===== src/rtl/pc_sequencer_if.sv =====
// pc_sequencer_if: control/datapath inputs and PC/status outputs of the next-PC stage
interface pc_sequencer_if #(parameter int WIDTH = 32);
  logic             stall;
  logic [2:0]       bj;
  logic             mode;
  logic             alu_zero;
  logic [WIDTH-1:0] rs_data;
  logic [15:0]      imm;
  logic [25:0]      jtarget;
  logic             stat_we;
  logic             stat_z_in;
  logic             stat_n_in;
  logic [WIDTH-1:0] pc;
  logic [WIDTH-1:0] pc_plus4;
  logic             taken;
  logic [1:0]       status;
  logic             illegal;
  modport master (
    output stall, bj, mode, alu_zero, rs_data, imm, jtarget, stat_we, stat_z_in, stat_n_in,
    input  pc, pc_plus4, taken, status, illegal
  );
  modport slave (
    input  stall, bj, mode, alu_zero, rs_data, imm, jtarget, stat_we, stat_z_in, stat_n_in,
    output pc, pc_plus4, taken, status, illegal
  );
endinterface


===== src/rtl/pc_sequencer.sv =====
// pc_sequencer: next-PC selection, PC register, {N,Z} status register and sticky illegal-code flag
module pc_sequencer #(
  parameter int               WIDTH    = 32,
  parameter logic [WIDTH-1:0] RESET_PC = '0
) (
  input logic            clk,
  input logic            reset,
  pc_sequencer_if.slave  bus
);
  logic [WIDTH-1:0] pc_q, pc_plus4, btarget, jaddr, jsaddr, target, next_pc;
  logic [1:0]       status_q;
  logic             taken_q, illegal_q, go, bad;
  assign pc_plus4 = pc_q + WIDTH'(4);
  assign btarget  = pc_plus4 + {{(WIDTH-18){bus.imm[15]}}, bus.imm, 2'b00};
  assign jaddr    = {pc_plus4[WIDTH-1:28], bus.jtarget, 2'b00};
  assign jsaddr   = {bus.rs_data[WIDTH-1:2], 2'b00};
  // decode {bj,mode} into a redirect condition and its target; undefined codes fall through sequentially
  always_comb begin
    go     = 1'b0;
    bad    = 1'b0;
    target = btarget;
    case ({bus.bj, bus.mode})
      4'b000_0: go = 1'b0;
      4'b001_1: go = status_q[0];
      4'b010_0: begin go = 1'b1; target = jaddr; end
      4'b011_0: begin go = 1'b1; target = jsaddr; end
      4'b101_0: go = bus.rs_data[WIDTH-1];
      4'b110_0: go = bus.alu_zero;
      default:  bad = 1'b1;
    endcase
    next_pc = go ? target : pc_plus4;
  end
  // architectural state; a stalled edge freezes everything except clearing taken
  always_ff @(posedge clk) begin
    if (reset) begin
      pc_q      <= RESET_PC;
      status_q  <= 2'b00;
      taken_q   <= 1'b0;
      illegal_q <= 1'b0;
    end else begin
      taken_q <= !bus.stall && go;
      if (!bus.stall) begin
        pc_q <= next_pc;
        if (bus.stat_we) status_q <= {bus.stat_n_in, bus.stat_z_in};
        if (bad) illegal_q <= 1'b1;
      end
    end
  end
  assign bus.pc       = pc_q;
  assign bus.pc_plus4 = pc_plus4;
  assign bus.taken    = taken_q;
  assign bus.status   = status_q;
  assign bus.illegal  = illegal_q;
endmodule


===== src/flat_wrapper.sv =====
// flat-port wrapper written by rule: the top's interface ports become plain ports
module pc_sequencer_flat 
#(
  parameter int               WIDTH    = 32,
  parameter logic [WIDTH-1:0] RESET_PC = '0
)
  (clk, reset, bus_stall, bus_bj, bus_mode, bus_alu_zero, bus_rs_data, bus_imm, bus_jtarget, bus_stat_we, bus_stat_z_in, bus_stat_n_in, bus_pc, bus_pc_plus4, bus_taken, bus_status, bus_illegal);
  pc_sequencer_if #(.WIDTH(WIDTH)) bus_i ();
  input logic clk;
  input logic reset;
  input wire logic [$bits(bus_i.stall)-1:0] bus_stall;
  input wire logic [$bits(bus_i.bj)-1:0] bus_bj;
  input wire logic [$bits(bus_i.mode)-1:0] bus_mode;
  input wire logic [$bits(bus_i.alu_zero)-1:0] bus_alu_zero;
  input wire logic [$bits(bus_i.rs_data)-1:0] bus_rs_data;
  input wire logic [$bits(bus_i.imm)-1:0] bus_imm;
  input wire logic [$bits(bus_i.jtarget)-1:0] bus_jtarget;
  input wire logic [$bits(bus_i.stat_we)-1:0] bus_stat_we;
  input wire logic [$bits(bus_i.stat_z_in)-1:0] bus_stat_z_in;
  input wire logic [$bits(bus_i.stat_n_in)-1:0] bus_stat_n_in;
  output wire logic [$bits(bus_i.pc)-1:0] bus_pc;
  output wire logic [$bits(bus_i.pc_plus4)-1:0] bus_pc_plus4;
  output wire logic [$bits(bus_i.taken)-1:0] bus_taken;
  output wire logic [$bits(bus_i.status)-1:0] bus_status;
  output wire logic [$bits(bus_i.illegal)-1:0] bus_illegal;
  assign bus_i.stall = bus_stall;
  assign bus_i.bj = bus_bj;
  assign bus_i.mode = bus_mode;
  assign bus_i.alu_zero = bus_alu_zero;
  assign bus_i.rs_data = bus_rs_data;
  assign bus_i.imm = bus_imm;
  assign bus_i.jtarget = bus_jtarget;
  assign bus_i.stat_we = bus_stat_we;
  assign bus_i.stat_z_in = bus_stat_z_in;
  assign bus_i.stat_n_in = bus_stat_n_in;
  assign bus_pc = bus_i.pc;
  assign bus_pc_plus4 = bus_i.pc_plus4;
  assign bus_taken = bus_i.taken;
  assign bus_status = bus_i.status;
  assign bus_illegal = bus_i.illegal;
  pc_sequencer #(.WIDTH(WIDTH), .RESET_PC(RESET_PC)) u_core (.clk(clk), .reset(reset), .bus(bus_i));
endmodule

===== config.mk =====
export PLATFORM = sky130hd
export DESIGN_NAME = pc_sequencer_flat
export DESIGN_NICKNAME = d
export VERILOG_FILES = /design/src/rtl/pc_sequencer_if.sv /design/src/rtl/pc_sequencer.sv /design/src/flat_wrapper.sv
export SDC_FILE = /design/constraint.sdc
export NUM_CORES = 1
export LEC_CHECK = 0
export BUFFER_PORTS_ARGS = -buffer_cell sky130_fd_sc_hd__buf_2
export CORE_MARGIN = 3
export CORE_UTILIZATION = 35
export CTS_BUF_LIST = sky130_fd_sc_hd__clkbuf_4 sky130_fd_sc_hd__clkbuf_8
export CTS_CLUSTER_DIAMETER = 40
export DETAILED_ROUTE_END_ITERATION = 6
export PLACE_DENSITY_LB_ADDON = 0.08
export REMOVE_ABC_BUFFERS = 1
export SYNTH_ARGS = -nofsm -noshare
export SYNTH_HDL_FRONTEND = slang
export SYNTH_SLANG_ARGS = --single-unit

===== constraint.sdc =====
create_clock -name clk -period 3.7 [get_ports clk]
set_input_delay 0.185 -clock clk [delete_from_list [all_inputs] [get_ports clk]]
set_output_delay 0.185 -clock clk [all_outputs]
set_load 0.1 [all_outputs]

==> flow_metrics.env, run 1 <==
export IMPL_maximum_cell_stage_delay_along_the_critical_path_ns=0.35
export IMPL_antenna_found_initial=0
export IMPL_netlist_instances=630
export IMPL_clock_tree_buffer_depth=2
export IMPL_numClockSinks=34
export IMPL_total_cts_buffers=5
export IMPL_fin_area_um2=6270
export IMPL_finalHoldViolations=0
export IMPL_clock_skew_final_ns=0.00812
export IMPL_worstPathCellList="ha_1 > and2_4 > and2_1 > buf_4 > xor2_1 > ha_1 > a211o_1 > or3_1 > nor3_4 > o31ai_4 > buf_4 > a21o_1 > a21oi_1 > xnor2_1 > a21oi_1 > o221ai_1"
export IMPL_placed_cells_incl_taps=992
export IMPL_clk_insertion_delay_late_ns=0.31
export IMPL_core_area_um2=12300
export IMPL_postRouteWirelength_mm=17.3
export IMPL_synth_edff_count=0
export IMPL_required_ns=3.88
export IMPL_cts_tree="done"
export IMPL_outcome="completed"
export IMPL_fin_crit_ns=3.49
export IMPL_hold_path_startpoint="bus_stat_z_in"
export IMPL_route_detailed_drc=0
export IMPL_clk_pin_slew_ns=0.09
export IMPL_post_dp_cell_area_um2=5950
export IMPL_layoutNonFillerInstCount=1006
export IMPL_synth_seq_cells=34
export IMPL_synth_top_cell_area_share=0.151
export IMPL_grtUsageTotal=0.233
export IMPL_port_buffers=146
export IMPL_wire_length_of_the_first_global_routing_pass_mm=27.4
export IMPL_gr_total_overflow=0
export IMPL_first_pass_iters=7
export IMPL_timing_worst_setup_path_type="register to register"
export IMPL_route_vias_total=5511
export IMPL_power_ir_vdd_worst_uv=130
export IMPL_filler_cell_count=1270
export IMPL_clock_tree_htree_level_count=2
export IMPL_gp_congestion=0.923
export IMPL_floorplan_initialDensity=0.367
export IMPL_main_combinational_cell_family_by_area_after_synthesis="compound AO/OA/AOI/OAI gates"
export IMPL_worst_hold_path_type="input pin to register"
export IMPL_synthesis_area_per_instance_um2=7.17
export IMPL_dp_hpwl_mm=13.2
export IMPL_startpoint_type="register"
export IMPL_worst_hold_slack_ns=0.126
export IMPL_endpoint_kind="register"
export IMPL_antenna_diode_count=0
export IMPL_yosysTopAreaCell="dfxtp_1"
export IMPL_cp_max_fo=4
export IMPL_timing_final_max_slew_violations=0
export IMPL_rows=40
export IMPL_synth_fa_ha_area_frac=0.106
export IMPL_tns_ns=0
export IMPL_finish_net_count=959
export IMPL_timing_slew_headroom=0.506
export IMPL_ys_flop_type="dfxtp_1"
export IMPL_syn_to_final_growth_pct=38.7
export IMPL_report_final_setup_viol=0
export IMPL_io_pins=153
export IMPL_synthesis_area_um2=4520
export IMPL_r2r_start="u_core.bus.pc[2]"
export IMPL_yosys_warnings=0
export IMPL_layout_worst_path_cycle_share=0.943
export IMPL_die_width_um=120
export IMPL_max_cap_violations=0
export IMPL_power_density_nw_per_um2=303
export IMPL_fmaxAchievable_ghz=0.287
export IMPL_route_antenna_remaining_nets=0
export IMPL_muxShareOfSynthArea=0.0695
export IMPL_cts_root_buf="clkbuf_8"
export IMPL_cp_data_arrival_time_ns=3.67
export IMPL_fp_dieArea_um2=14300
export IMPL_yosysUniqueCellTypes=67
export IMPL_vias_per_cell=5.48
export IMPL_layout_drive_gt1_share=0.358
export IMPL_wl_per_cell_um=17.2
export IMPL_leakagePower_nw=3.03
export IMPL_vias_in_the_first_global_route=5330
export IMPL_synth_simple_area_share=0.248
export IMPL_synth_xor_area_share=0.100
export IMPL_synth_top_cells_by_area="dfxtp_1 (15%), ha_1 (10%), xnor2_1 (7.2%), a21oi_1 (6.4%), mux2i_1 (6.2%)"
export IMPL_max_slew_worst_pin_slew_ns=0.736
export IMPL_ys_seq_area_frac=0.151
export IMPL_share_of_the_synthesized_area_in_compound_gates_ao_oa_aoi_oai=0.271
export IMPL_die_h_um=120
export IMPL_first_iter_violations=272
export IMPL_standard_cell_with_the_maximum_stage_delay_on_the_critical_path="or3_1"
export IMPL_async_flop_share=0
export IMPL_crit_start="u_core.bus.pc[2]"
export IMPL_grt_max_degree=24
layout make-up:
| type | instances | area [um^2] | share of cell area |
|---|---|---|---|
| clock inverter | 3 | 40.0 | 0.00639 |
| inverter | 20 | 75.1 | 0.0120 |
| multi-input combinational | 539 | 3770 | 0.601 |
| tap | 168 | 210 | 0.0335 |
| clock buffer | 5 | 68.8 | 0.0110 |
| sequential | 34 | 687 | 0.110 |
| timing repair buffer | 237 | 1420 | 0.227 |
cells by family after synthesis:
logic type,after synthesis
muxes,31
buffers and inverters,60
and+or+nand+nor,222
DFF,34
other,1
xor gates and xnor gates,51
AOI/OAI and AO/OA,193
adders and majority gates,38
critical path: cells and delay by family (launching register included):
family,cells,cell delay [ns]
AOI/OAI and AO/OA,6,1.03
and+or+nand+nor,4,0.99
adders and majority gates,2,0.45
DFF,1,0.34
buffers and inverters,2,0.31
xor gates and xnor gates,2,0.24
where the power goes:
group	leakage, nW	total [mW]	switching [mW]	internal [mW]
Sequential	0.280	0.418	0.0249	0.393
Combinational	2.69	1.11	0.771	0.342
Clock	0.0579	0.369	0.170	0.199
Yosys cell counts (4+ instances only):
| cell | number |
|---|---|
| or3_1 | 8 |
| and4_1 | 5 |
| and2_1 | 5 |
| a21oi_1 | 58 |
| clkbuf_1 | 31 |
| inv_1 | 19 |
| mux2i_1 | 28 |
| nand4_1 | 9 |
| o22ai_1 | 5 |
| a211oi_1 | 8 |
| o211ai_1 | 13 |
| xnor2_1 | 37 |
| nand3_1 | 30 |
| and3_1 | 7 |
| nor4_1 | 5 |
| nand2b_1 | 4 |
| o21ai_0 | 51 |
| nor3_1 | 14 |
| xor2_1 | 13 |
| ha_1 | 36 |
| nor2b_1 | 6 |
| buf_4 | 4 |
| o221ai_1 | 6 |
| a21o_1 | 13 |
| nor2_1 | 56 |
| nand2_1 | 56 |
| dfxtp_1 | 34 |
state kept, by name, summed over array words and instances (netlist names):
register,count
u_core.bus.illegal,1
u_core.bus.pc,30
u_core.bus.taken,1
u_core.bus.status,2
worst paths after layout:
check,to,slack (ns),cells past startpoint
max,u_core.bus.pc[15],0.21,16
min,u_core.bus.status[0],0.13,3
max reg2reg,u_core.bus.pc[15],0.21,16
min reg2reg,u_core.bus.illegal,0.48,2
what timing repair did:
action	CTS	global route
setup endpoints to repair	0	13
buffers inserted	0	6
hold buffers	0	0
gates resized for setup	0	45
layer usage:
layer | part of all wire | wire length [um] | global-route usage
met5 | 0 | 0 | 0
met4 | 0.016 | 276 | 0.0501
met3 | 0.050 | 872 | 0.0330
met2 | 0.47 | 8160 | 0.395
met1 | 0.46 | 7980 | 0.314
cell usage in the layout (no fill, tap or decap), drive strengths merged, types with 14 or more instances in the layout:
cell and n:
a21oi 58, buf 237, dfxtp 34, ha 36
inv 19, mux2i 28, nand2 56, nand3 30
nor2 56, nor3 16, o21ai 54, xnor2 37
xor2 14
per-stage QoR:
stage / power (mW) / utilization / worst slack, ns
4_1_cts: 1.88 / 0.492 / 0.00143
2_1_floorplan: 1.19 / - / -2.28
3_5_place_dp: 1.50 / 0.483 / 0.0417
3_3_place_gp: 1.49 / 0.483 / 0.0983
6_report: 1.90 / 0.509 / 0.210
5_1_grt: 2.00 / 0.509 / -0.0139
Note: power is estimated with default switching activity, not from simulation.
==> inputs of run 2 (changes only) <==
Settings changed: ABC_CLOCK_PERIOD_IN_PS from default to 3200.
Clock period 3.7 ns to 3.2 ns, I/O delays scaled along.
==> run 2 against run 1 <==
Effect of this change: non-clock buffer count rose by 92; fmax rose by 2.8%; core utilization grew 10 points; die area did not move; highest routed layer unchanged; register-to-register slack lost 0.41 ns; critical path depth stayed put; sequential power up 16%; cell area rose by 20%; clock-buffer cell count stayed put; sequential cell count is the same; the run now ends with setup timing left; combinational power is 34% higher; critical endpoint is now u_core.bus.pc[31].
==> flow_metrics.env, run 2 (synthesis gave the netlist of run 1 again) <==
export IMPL_outcome="finished with violations"
export IMPL_violations="setup timing"
export IMPL_reg2reg_slack_ns=-0.20
export IMPL_core_area_um2=12300
export IMPL_max_reg_flops=30
export IMPL_cp_max_fo=3
export IMPL_report_final_setup_viol=14
export IMPL_power_report_internal_total_mw=1.22
export IMPL_first_iter_violations=330
export IMPL_dp_hpwl_mm=14.2
export IMPL_rows=40
export IMPL_power_clock_fraction=0.184
export IMPL_clock_tree_buffer_depth=2
export IMPL_total_power_mw=2.43
export IMPL_cp_data_arrival_time_ns=3.58
export IMPL_critPathTopFamily="simple AND/OR/NAND/NOR gates"
export IMPL_maximum_cell_stage_delay_along_the_critical_path_ns=0.34
export IMPL_wl_met1_mm=8.38
export IMPL_vias_per_cell=5.39
export IMPL_wire_length_of_the_first_global_routing_pass_mm=29.8
export IMPL_port_buffers=146
export IMPL_power_share_combinational=0.616
export IMPL_worst_case_setup_margin_in_the_final_layout_ns=-0.196
export IMPL_layout_commonest_cell="buf_4"
export IMPL_worstPathBufferInverterCount=2
export IMPL_placed_cells_incl_taps=1062
export IMPL_clk_insertion_delay_late_ns=0.32
export IMPL_layout_drive_gt1_share=0.482
export IMPL_endpoint_kind="register"
export IMPL_timing_slew_headroom=0.416
export IMPL_first_pass_iters=5
export IMPL_cts_root_buf="clkbuf_8"
export IMPL_route_vias_total=5915
export IMPL_top_layer_used="met4"
export IMPL_numClockSinks=34
export IMPL_pre_cts_ws_ns=-0.531
export IMPL_antenna_diode_count=0
export IMPL_timing_final_max_slew_violations=0
export IMPL_layout_worst_path_cycle_share=1.06
export IMPL_vias_in_the_first_global_route=5949
export IMPL_rsz0062_at_grt="yes"
export IMPL_layout_cells_most_common_list="buf_4 (174), buf_2 (146), nor2_1 (52)"
export IMPL_total_cts_buffers=5
export IMPL_grt_max_degree=35
export IMPL_worst_hold_path_type="input pin to register"
export IMPL_clock_tree_htree_level_count=2
export IMPL_gp_congestion=0.964
export IMPL_startpoint_type="register"
export IMPL_die_width_um=120
export IMPL_io_pins=153
export IMPL_clock_skew_final_ns=0.0101
export IMPL_worst_hold_slack_ns=0.0840
export IMPL_finish_net_count=1051
export IMPL_fmaxAchievable_ghz=0.294
export IMPL_finalHoldViolations=0
export IMPL_leakagePower_nw=3.64
export IMPL_layoutNonFillerInstCount=1098
export IMPL_met2RoutedLength_mm=9.38
export IMPL_max_slew_worst_pin_slew_ns=0.869
export IMPL_route_antenna_remaining_nets=0
export IMPL_postRouteWirelength_mm=19.0
export IMPL_die_h_um=120
export IMPL_power_switching_mw=1.21
export IMPL_post_dp_cell_area_um2=6490
export IMPL_syn_to_final_growth_pct=65.9
export IMPL_fin_area_um2=7500
export IMPL_wl_per_cell_um=17.3
export IMPL_floorplan_initialDensity=0.367
export IMPL_gr_total_overflow=0
export IMPL_power_frac_seq=0.199
export IMPL_final_core_utilization=0.609
export IMPL_power_density_nw_per_um2=324
export IMPL_tns_ns=-0.977
export IMPL_route_detailed_drc=0
export IMPL_max_cap_violations=0
export IMPL_cts_tree="done"
export IMPL_standard_cell_with_the_maximum_stage_delay_on_the_critical_path="dfxtp_2"
export IMPL_required_ns=3.39
export IMPL_fp_dieArea_um2=14300
export IMPL_p_sw_frac=0.497
export IMPL_met3WireLength_um=921
export IMPL_worstPathCellList="and3_4 > buf_4 > and2_4 > nand3_4 > xnor2_4 > ha_4 > a211o_1 > or3_4 > nor3_4 > buf_4 > or3_4 > a21oi_4 > o31a_1 > xor2_1 > mux2i_1 > o22ai_1"
export IMPL_timing_worst_setup_path_type="register to register"
export IMPL_grtUsageTotal=0.254
export IMPL_power_ir_vdd_worst_uv=200
export IMPL_clk_pin_slew_ns=0.09
export IMPL_antenna_found_initial=0
export IMPL_fin_crit_ns=3.40
run 2: changes by cell type in the layout (fill, tap and decap cells not counted), sizes merged:
cell | previous run | this run
buf | 237 | 328
clkinv | 3 | 1
clkinvlp | 0 | 2
clkbuf | 5 | 6
run 2: metal layers:
layer  vias to the layer above  track usage
li1                       2906            -
met2                       179        0.448
met5                         -            0
met3                        25       0.0311
met4                         0       0.0723
met1                      2805        0.325
run 2: worst paths after layout:
path	to	start	depth (start not counted)
max reg2reg	u_core.bus.pc[31]	u_core.bus.pc[6]	16
max	u_core.bus.pc[31]	u_core.bus.pc[6]	16
min	u_core.bus.status[1]	bus_stat_n_in	3
min reg2reg	u_core.bus.illegal	u_core.bus.illegal	2
run 2: cell type report:
| cell class | instances | area (um^2) |
|---|---|---|
| fill | 1145 | 4810 |
| multi-input combinational | 539 | 4250 |
| timing repair buffer | 329 | 2160 |
| sequential | 34 | 691 |
| tap | 168 | 210 |
| inverter | 20 | 75.1 |
| clock buffer | 5 | 68.8 |
| clock inverter | 3 | 45.0 |
run 2: what timing repair did:
item / 4_1_cts / 5_1_grt
buffers inserted: 22 / 6
hold endpoints to repair: 0 / 0
endpoints found under the setup margin: 19 / 21
resized for setup: 85 / 62
hold buffers: 0 / 0
pin swaps: 47 / 43
run 2: power groups by stage:
stage | clock, mW | combinational (mW) | sequential (mW)
2_1_floorplan | 0 | 0.662 | 0.712
6_report | 0.447 | 1.49 | 0.484
4_1_cts | 0.451 | 1.43 | 0.482
5_1_grt | 0.465 | 1.59 | 0.488
3_3_place_gp | 0 | 1.33 | 0.487
3_5_place_dp | 0 | 1.34 | 0.488
run 2: worst min-delay path, cell delays in order:
cell	delay, ns
buf_2	0.07
mux2i_1	0.06
nor2_1	0.08
